**src/rtl/mext_pkg.sv**
```systemverilog
`default_nettype none
// ---- mext_pkg : encodings and result helpers for the M-extension issue controller (rev 1.0) ----
package mext_pkg;

  localparam int XLEN = 32;

  localparam logic [2:0] F3_MUL    = 3'b000;
  localparam logic [2:0] F3_MULH   = 3'b001;
  localparam logic [2:0] F3_MULHSU = 3'b010;
  localparam logic [2:0] F3_MULHU  = 3'b011;
  localparam logic [2:0] F3_DIV    = 3'b100;
  localparam logic [2:0] F3_DIVU   = 3'b101;
  localparam logic [2:0] F3_REM    = 3'b110;
  localparam logic [2:0] F3_REMU   = 3'b111;

  localparam logic [1:0] MC_MULS = 2'b00;
  localparam logic [1:0] MC_MULU = 2'b01;
  localparam logic [1:0] MC_DIVS = 2'b10;
  localparam logic [1:0] MC_DIVU = 2'b11;

  typedef enum logic [1:0] {
    ST_IDLE  = 2'd0,
    ST_ISSUE = 2'd1,
    ST_WAIT  = 2'd2,
    ST_RESP  = 2'd3
  } state_e;

  function automatic logic [1:0] mc_op_of(input logic [2:0] funct3);
    logic [1:0] op;
    case (funct3)
      F3_MULH:                     op = MC_MULS;
      F3_MUL, F3_MULHSU, F3_MULHU: op = MC_MULU;
      F3_DIV, F3_REM:              op = MC_DIVS;
      default:                     op = MC_DIVU;
    endcase
    return op;
  endfunction

  function automatic logic [XLEN-1:0] select_result(
    input logic [2:0]      funct3,
    input logic [XLEN-1:0] rs1,
    input logic [XLEN-1:0] rs2,
    input logic [XLEN-1:0] result1,
    input logic [XLEN-1:0] result2
  );
    logic [XLEN-1:0] res;
    case (funct3)
      F3_MUL, F3_DIV, F3_DIVU: res = result1;
      // Unsigned product saw a negative rs1 as rs1 + 2^32; take rs2 back out of the high word.
      F3_MULHSU:               res = result2 - (rs1[XLEN-1] ? rs2 : '0);
      default:                 res = result2;
    endcase
    return res;
  endfunction

endpackage
`default_nettype wire

```
**src/rtl/mext_special_case.sv**
```systemverilog
`default_nettype none
// ---- mext_special_case : detects RISC-V divide-by-zero / signed-overflow and their fixed results (rev 1.0) ----
module mext_special_case
  import mext_pkg::*;
#(
  parameter int WIDTH = 32
) (
  input  logic [2:0]       funct3_i,
  input  logic [WIDTH-1:0] rs1_i,
  input  logic [WIDTH-1:0] rs2_i,
  output logic             is_special_o,
  output logic [WIDTH-1:0] special_data_o
);

  logic is_rem_w;
  logic div_zero_w;
  logic div_ovf_w;

  assign is_rem_w   = funct3_i[1];
  assign div_zero_w = funct3_i[2] && (rs2_i == '0);
  assign div_ovf_w  = ((funct3_i == F3_DIV) || (funct3_i == F3_REM)) &&
                      (rs1_i == {1'b1, {(WIDTH-1){1'b0}}}) && (rs2_i == '1);

  always_comb begin
    special_data_o = '0;
    if (div_zero_w) begin
      special_data_o = is_rem_w ? rs1_i : '1;
    end else if (div_ovf_w) begin
      special_data_o = is_rem_w ? '0 : rs1_i;
    end
  end

  assign is_special_o = div_zero_w | div_ovf_w;

endmodule
`default_nettype wire

```
**src/rtl/mext_issue_ctrl.sv**
```systemverilog
`default_nettype none
// ---- mext_issue_ctrl : RV32M request front-end driving a multi-cycle mul/div unit, with bypass and reuse (rev 1.0) ----
module mext_issue_ctrl
  import mext_pkg::*;
#(
  parameter int WIDTH        = 32,
  parameter int ENABLE_REUSE = 1
) (
  input  logic             CLK,
  input  logic             RESET,
  input  logic             req_valid,
  output logic             req_ready,
  input  logic [2:0]       req_funct3,
  input  logic [WIDTH-1:0] req_rs1,
  input  logic [WIDTH-1:0] req_rs2,
  input  logic [4:0]       req_rd,
  input  logic             flush,
  output logic             resp_valid,
  input  logic             resp_ready,
  output logic [WIDTH-1:0] resp_data,
  output logic [4:0]       resp_rd,
  output logic             mc_start,
  output logic [1:0]       mc_op,
  output logic [WIDTH-1:0] mc_op1,
  output logic [WIDTH-1:0] mc_op2,
  input  logic             mc_busy,
  input  logic [WIDTH-1:0] mc_result1,
  input  logic [WIDTH-1:0] mc_result2
);

  state_e           state_q, state_d;
  logic             kill_q, kill_d;
  logic [2:0]       funct3_q, funct3_d;
  logic [WIDTH-1:0] rs1_q, rs1_d;
  logic [WIDTH-1:0] rs2_q, rs2_d;
  logic [4:0]       rd_q, rd_d;
  logic             resp_valid_q, resp_valid_d;
  logic [WIDTH-1:0] resp_data_q, resp_data_d;
  logic [4:0]       resp_rd_q, resp_rd_d;
  logic             mc_start_q, mc_start_d;
  logic [1:0]       mc_op_q, mc_op_d;
  logic [WIDTH-1:0] mc_op1_q, mc_op1_d;
  logic [WIDTH-1:0] mc_op2_q, mc_op2_d;
  logic             cache_valid_q, cache_valid_d;
  logic [1:0]       cache_op_q, cache_op_d;
  logic [WIDTH-1:0] cache_rs1_q, cache_rs1_d;
  logic [WIDTH-1:0] cache_rs2_q, cache_rs2_d;
  logic [WIDTH-1:0] cache_r1_q, cache_r1_d;
  logic [WIDTH-1:0] cache_r2_q, cache_r2_d;

  logic             special_hit;
  logic [WIDTH-1:0] special_data;
  logic             reuse_hit;
  logic             accept;

  mext_special_case #(
    .WIDTH (WIDTH)
  ) u_special (
    .funct3_i       (req_funct3),
    .rs1_i          (req_rs1),
    .rs2_i          (req_rs2),
    .is_special_o   (special_hit),
    .special_data_o (special_data)
  );

  assign req_ready = ~RESET & (state_q == ST_IDLE) & ~flush;
  assign accept    = req_valid & req_ready;
  assign reuse_hit = (ENABLE_REUSE != 0) && cache_valid_q &&
                     (mc_op_of(req_funct3) == cache_op_q) &&
                     (req_rs1 == cache_rs1_q) && (req_rs2 == cache_rs2_q);

  always_comb begin
    state_d       = state_q;
    kill_d        = kill_q;
    funct3_d      = funct3_q;
    rs1_d         = rs1_q;
    rs2_d         = rs2_q;
    rd_d          = rd_q;
    resp_valid_d  = resp_valid_q;
    resp_data_d   = resp_data_q;
    resp_rd_d     = resp_rd_q;
    mc_start_d    = 1'b0;
    mc_op_d       = mc_op_q;
    mc_op1_d      = mc_op1_q;
    mc_op2_d      = mc_op2_q;
    cache_valid_d = cache_valid_q;
    cache_op_d    = cache_op_q;
    cache_rs1_d   = cache_rs1_q;
    cache_rs2_d   = cache_rs2_q;
    cache_r1_d    = cache_r1_q;
    cache_r2_d    = cache_r2_q;

    case (state_q)
      ST_IDLE: begin
        if (accept) begin
          funct3_d = req_funct3;
          rs1_d    = req_rs1;
          rs2_d    = req_rs2;
          rd_d     = req_rd;
          if (special_hit) begin
            resp_valid_d = 1'b1;
            resp_data_d  = special_data;
            resp_rd_d    = req_rd;
            state_d      = ST_RESP;
          end else if (reuse_hit) begin
            resp_valid_d = 1'b1;
            resp_data_d  = select_result(req_funct3, req_rs1, req_rs2, cache_r1_q, cache_r2_q);
            resp_rd_d    = req_rd;
            state_d      = ST_RESP;
          end else begin
            mc_start_d = 1'b1;
            mc_op_d    = mc_op_of(req_funct3);
            mc_op1_d   = req_rs1;
            mc_op2_d   = req_rs2;
            state_d    = ST_ISSUE;
          end
        end
      end

      ST_ISSUE: begin
        if (flush) kill_d = 1'b1;
        state_d = ST_WAIT;
      end

      ST_WAIT: begin
        if (flush) kill_d = 1'b1;
        if (!mc_busy) begin
          // The unit cannot be aborted, so even a killed result is worth caching.
          cache_valid_d = 1'b1;
          cache_op_d    = mc_op_q;
          cache_rs1_d   = rs1_q;
          cache_rs2_d   = rs2_q;
          cache_r1_d    = mc_result1;
          cache_r2_d    = mc_result2;
          if (kill_q || flush) begin
            kill_d  = 1'b0;
            state_d = ST_IDLE;
          end else begin
            resp_valid_d = 1'b1;
            resp_data_d  = select_result(funct3_q, rs1_q, rs2_q, mc_result1, mc_result2);
            resp_rd_d    = rd_q;
            state_d      = ST_RESP;
          end
        end
      end

      default: begin
        if (flush || resp_ready) begin
          resp_valid_d = 1'b0;
          state_d      = ST_IDLE;
        end
      end
    endcase
  end

  always_ff @(posedge CLK) begin
    if (RESET) begin
      state_q       <= ST_IDLE;
      kill_q        <= 1'b0;
      funct3_q      <= '0;
      rs1_q         <= '0;
      rs2_q         <= '0;
      rd_q          <= '0;
      resp_valid_q  <= 1'b0;
      resp_data_q   <= '0;
      resp_rd_q     <= '0;
      mc_start_q    <= 1'b0;
      mc_op_q       <= '0;
      mc_op1_q      <= '0;
      mc_op2_q      <= '0;
      cache_valid_q <= 1'b0;
      cache_op_q    <= '0;
      cache_rs1_q   <= '0;
      cache_rs2_q   <= '0;
      cache_r1_q    <= '0;
      cache_r2_q    <= '0;
    end else begin
      state_q       <= state_d;
      kill_q        <= kill_d;
      funct3_q      <= funct3_d;
      rs1_q         <= rs1_d;
      rs2_q         <= rs2_d;
      rd_q          <= rd_d;
      resp_valid_q  <= resp_valid_d;
      resp_data_q   <= resp_data_d;
      resp_rd_q     <= resp_rd_d;
      mc_start_q    <= mc_start_d;
      mc_op_q       <= mc_op_d;
      mc_op1_q      <= mc_op1_d;
      mc_op2_q      <= mc_op2_d;
      cache_valid_q <= cache_valid_d;
      cache_op_q    <= cache_op_d;
      cache_rs1_q   <= cache_rs1_d;
      cache_rs2_q   <= cache_rs2_d;
      cache_r1_q    <= cache_r1_d;
      cache_r2_q    <= cache_r2_d;
    end
  end

  assign resp_valid = resp_valid_q;
  assign resp_data  = resp_data_q;
  assign resp_rd    = resp_rd_q;
  assign mc_start   = mc_start_q;
  assign mc_op      = mc_op_q;
  assign mc_op1     = mc_op1_q;
  assign mc_op2     = mc_op2_q;

endmodule
`default_nettype wire

```
**config.mk**
```make
export PLATFORM = sky130hd
export DESIGN_NAME = mext_issue_ctrl
export DESIGN_NICKNAME = d
export VERILOG_FILES = /design/src/rtl/mext_pkg.sv /design/src/rtl/mext_special_case.sv /design/src/rtl/mext_issue_ctrl.sv
export SDC_FILE = /design/constraint.sdc
export NUM_CORES = 1
export LEC_CHECK = 0
export ABC_AREA = 1
export CORE_MARGIN = 2
export CORE_UTILIZATION = 25
export CTS_CLUSTER_DIAMETER = 150
export DETAILED_ROUTE_END_ITERATION = 6
export PLACE_DENSITY_LB_ADDON = 0.1
export SETUP_SLACK_MARGIN = 0.15
export SLEW_MARGIN = 20
export SYNTH_ARGS = -nofsm -noshare
export SYNTH_HDL_FRONTEND = slang
export SYNTH_SLANG_ARGS = --single-unit
```
**constraint.sdc**
```tcl
create_clock -name CLK -period 2.6 [get_ports CLK]
set_clock_uncertainty 0.2 [all_clocks]
set_input_delay 0.39 -clock CLK [delete_from_list [all_inputs] [get_ports CLK]]
set_output_delay 0.39 -clock CLK [all_outputs]
set_load 0.005 [all_outputs]
```
==> results.sh, run 1 <==
export IMPL_p_comb_share_pct=35.2
export IMPL_syn_area_um2=19050
export IMPL_tns_ns=-0.7239
export IMPL_antenna_found_initial=2
export IMPL_postRouteAntennaNets=0
export IMPL_vias=22881
export IMPL_synthFlopType="dfxtp_1"
export IMPL_nets=4014
export IMPL_finalSetupViolCount=15
export IMPL_clock_root_buffer="clkbuf_16"
export IMPL_hold_slack_ns=0.02897
export IMPL_tritoncts="done"
export IMPL_fp_dieW_um=280.0
export IMPL_synth_common_cells="nand2_1, nor2_1, inv_1"
export IMPL_hold_violations=0
export IMPL_seq_power_share_pct=31.6
export IMPL_max_freq_mhz=364.4
export IMPL_grt_max_degree=129
export IMPL_hold_class="in -> reg"
export IMPL_status="finished with violations"
export IMPL_pwr_share_clk_pct=33.2
export IMPL_syn_mean_instance_area_um2=6.193
export IMPL_place_inst=4675
export IMPL_yosys_area_top_type="dfxtp_1"
export IMPL_postCtsHoldBufs=0
export IMPL_rsz0062_at_grt="yes"
export IMPL_yosysMostFrequentCell="nand2_1"
export IMPL_power_density_nw_per_um2=605.3
export IMPL_ios=248
export IMPL_diodes=0
export IMPL_worst_pin_slew_ns=0.6756
export IMPL_async_flop_share_pct=0
export IMPL_wirelength_mm=100.7
export IMPL_p_switching_uw=6517
export IMPL_grt_pass1_wl_mm=143.9
export IMPL_end_kind="flip-flop"
export IMPL_fin_util_pct=40.09
export IMPL_place_congestion=0.9549
export IMPL_die_h_um=280.0
export IMPL_swShare_pct=35.48
export IMPL_syn_num_nets=3294
export IMPL_fin_ws_ns=-0.1439
export IMPL_wl_per_cell_um=20.95
export IMPL_fin_cells=4805
export IMPL_syn2layout_area_growth_pct=59.33
export IMPL_violations="negative setup slack"
export IMPL_ys_warn_count=0
export IMPL_maxSlewViolCount=0
export IMPL_critPathKind="reg -> reg"
export IMPL_overflow=0
export IMPL_path_clk_slew_ns=0.06
export IMPL_numCtsBuffers=43
export IMPL_ys_types=44
export IMPL_synthCells=3076
export IMPL_clock_sinks=311
export IMPL_synth_edf_count=0
export IMPL_clock_latency_ns=0.60
export IMPL_io_buffers=247
export IMPL_grt_total_usage_pct=24.76
export IMPL_initial_core_util_pct=25.16
export IMPL_period_minus_slack_ns=2.744
export IMPL_place_area_um2=26270
export IMPL_firstDrtPassIters=6
export IMPL_drc=0
export IMPL_worstPathArrival_ns=3.01
export IMPL_finalCritPeriodShare_pct=105.5
export IMPL_hpwlAfterDp_mm=78.76
export IMPL_yosysSeqAreaShare_pct=32.69
export IMPL_cts_buffer_depth=3
export IMPL_synth_seq_cells=311
export IMPL_slew_limit_headroom_pct=54.96
export IMPL_layout_drive_gt1_share_pct=27.31
export IMPL_fillers=7970
export IMPL_first_iter_violations=1582
export IMPL_netlist_area_leader_share_pct=32.69
export IMPL_maxCapViolCount=0
export IMPL_p_leak_uw=0.01386
export IMPL_p_int_uw=11850
export IMPL_cp_max_fo=4
export IMPL_final_area_um2=30350
export IMPL_die_area_um2=78420
export IMPL_worstSetupStartpointType="flip-flop"
export IMPL_ir_worst_vdd_uv=398.9
export IMPL_vias_per_cell=4.762
export IMPL_htreeDepth=2
export IMPL_synth_area_leaders="dfxtp_1, nand2_1, nor2_1"
export IMPL_grt_pass1_vias=21979
export IMPL_core_area_um2=75700
export IMPL_cp_required_ns=2.86
export IMPL_rows=101
-- power groups by stage --
stage                     clock (µW)  combinational (µW)  sequential (µW)
after floorplan                    0                2670             5690
after global routing            6420                7050             5860
after CTS                       6260                6080             5780
after global placement             0                5660             5850
final                           6100                6470             5800
after detailed placement           0                5650             5850
-- cells in the final DEF (no fill, tap or decap), types with 10 or more instances in the layout --
cell type and instances:
nand2_1 768, buf_4 480, inv_1 334, nor2_1 326
dfxtp_1 299, o21ai_0 237, clkdlybuf4s50_1 201, a21oi_1 171
nand3_1 141, nand2_2 71, o21ai_1 63, clkbuf_16 50
nor2_2 41, ha_1 41, nand3_2 36, nand4_1 36
inv_2 33, a21oi_2 33, ha_4 32, o21ai_2 30
buf_6 30, dlygate4sd2_1 30, nand2_4 28, buf_12 28
nor2_4 21, nand3b_1 21, a22o_1 18, a221oi_1 18
a21oi_4 16, clkinv_2 13, xnor2_1 13, a211oi_1 12
dfxtp_2 11, clkbuf_2 11, xor2_1 10, buf_8 10
-- final timing paths --
check / from / endpoint / slack (ns) / depth (start not counted)
worst min register to register: cache_r1_q[6] / cache_r1_q[6] / 0.26 / 2
worst max register to register: rs1_q[31] / resp_data[14] / -0.14 / 19
worst max-delay path: rs1_q[31] / resp_data[14] / -0.14 / 19
worst min-delay path: req_rs2[2] / rs2_q[2] / 0.03 / 4
-- what timing repair did --
action                                  CTS  global route
resized for setup                       330           290
pin swaps                                49            95
gates cloned                              6             8
setup buffers                            20            20
endpoints found under the setup margin  107           104
-- per-stage QoR --
stage	power, µW	setup slack, ns
final	18370	-0.1439
after global routing	19330	-0.2229
after CTS	18110	-0.1425
after detailed placement	11510	-1.015
after global placement	11500	-1.067
after floorplan	8363	0.1556
-- cell families after synthesis --
logic type,Yosys count,synth area share [%]
buffers and inverters,508,10.50
XOR/XNOR,24,1.104
flip-flops,311,32.69
adder cells (fa/ha/maj),76,5.071
AND/OR/NAND/NOR,1526,32.79
AO/OA/AOI/OAI,631,17.85
-- critical path: stages (launching register included) --
cell     delay [ns]
dfxtp_2        0.33
buf_6          0.13
nand2_4        0.09
inv_2          0.05
ha_4           0.16
fa_2           0.36
inv_2          0.09
nand3_4        0.07
nand2_4        0.09
a21oi_4        0.06
buf_6          0.12
or2_4          0.24
nand2_4        0.09
nand2_2        0.05
nand3_2        0.11
nand2_1        0.07
nand2_1        0.06
nand2_2        0.10
nand2_2        0.09
a21oi_2        0.05
-- flip-flops by register name, summed over array words and instances, names as in the netlist --
name	flops
cache_op_q	2
rs1_q	32
cache_rs1_q	32
cache_rs2_q	32
resp_rd	5
mc_op2	32
state_q	2
resp_data	32
rd_q	5
mc_start	1
mc_op	2
cache_valid_q	1
mc_op1	32
kill_q	1
cache_r1_q	32
cache_r2_q	32
funct3_q	3
rs2_q	32
resp_valid	1
-- metal layers --
metal	vias to the layer above	wire, µm	track usage [%]
met5	-	0	0
met2	623	45640	40.32
met1	10791	47190	34.74
met4	0	2443	5.430
met3	102	5396	3.164
li1	11365	-	-
-- cell type report --
| type | count | area, µm² | area share, % |
|---|---|---|---|
| multi-input cells | 2257 | 12640 | 41.66 |
| repair buffers | 808 | 7385 | 24.33 |
| flip-flops and latches | 311 | 6243 | 20.57 |
| inverters | 375 | 1428 | 4.704 |
| well taps | 978 | 1224 | 4.032 |
| clock buffers | 53 | 1174 | 3.867 |
| clock inverters | 23 | 252.7 | 0.8327 |
Power figures use the tool's default switching activity.
==> inputs of run 2 (changes only) <==
--- a/config.mk
+++ b/config.mk
@@ -10,6 +10,7 @@
 export CORE_UTILIZATION = 25
 export CTS_CLUSTER_DIAMETER = 150
 export DETAILED_ROUTE_END_ITERATION = 6
+export GPL_TIMING_DRIVEN = 1
 export PLACE_DENSITY_LB_ADDON = 0.1
 export SETUP_SLACK_MARGIN = 0.15
 export SLEW_MARGIN = 20
==> results of run 2 <==
Final layout, timing and power as in run 1 (identical DEF).
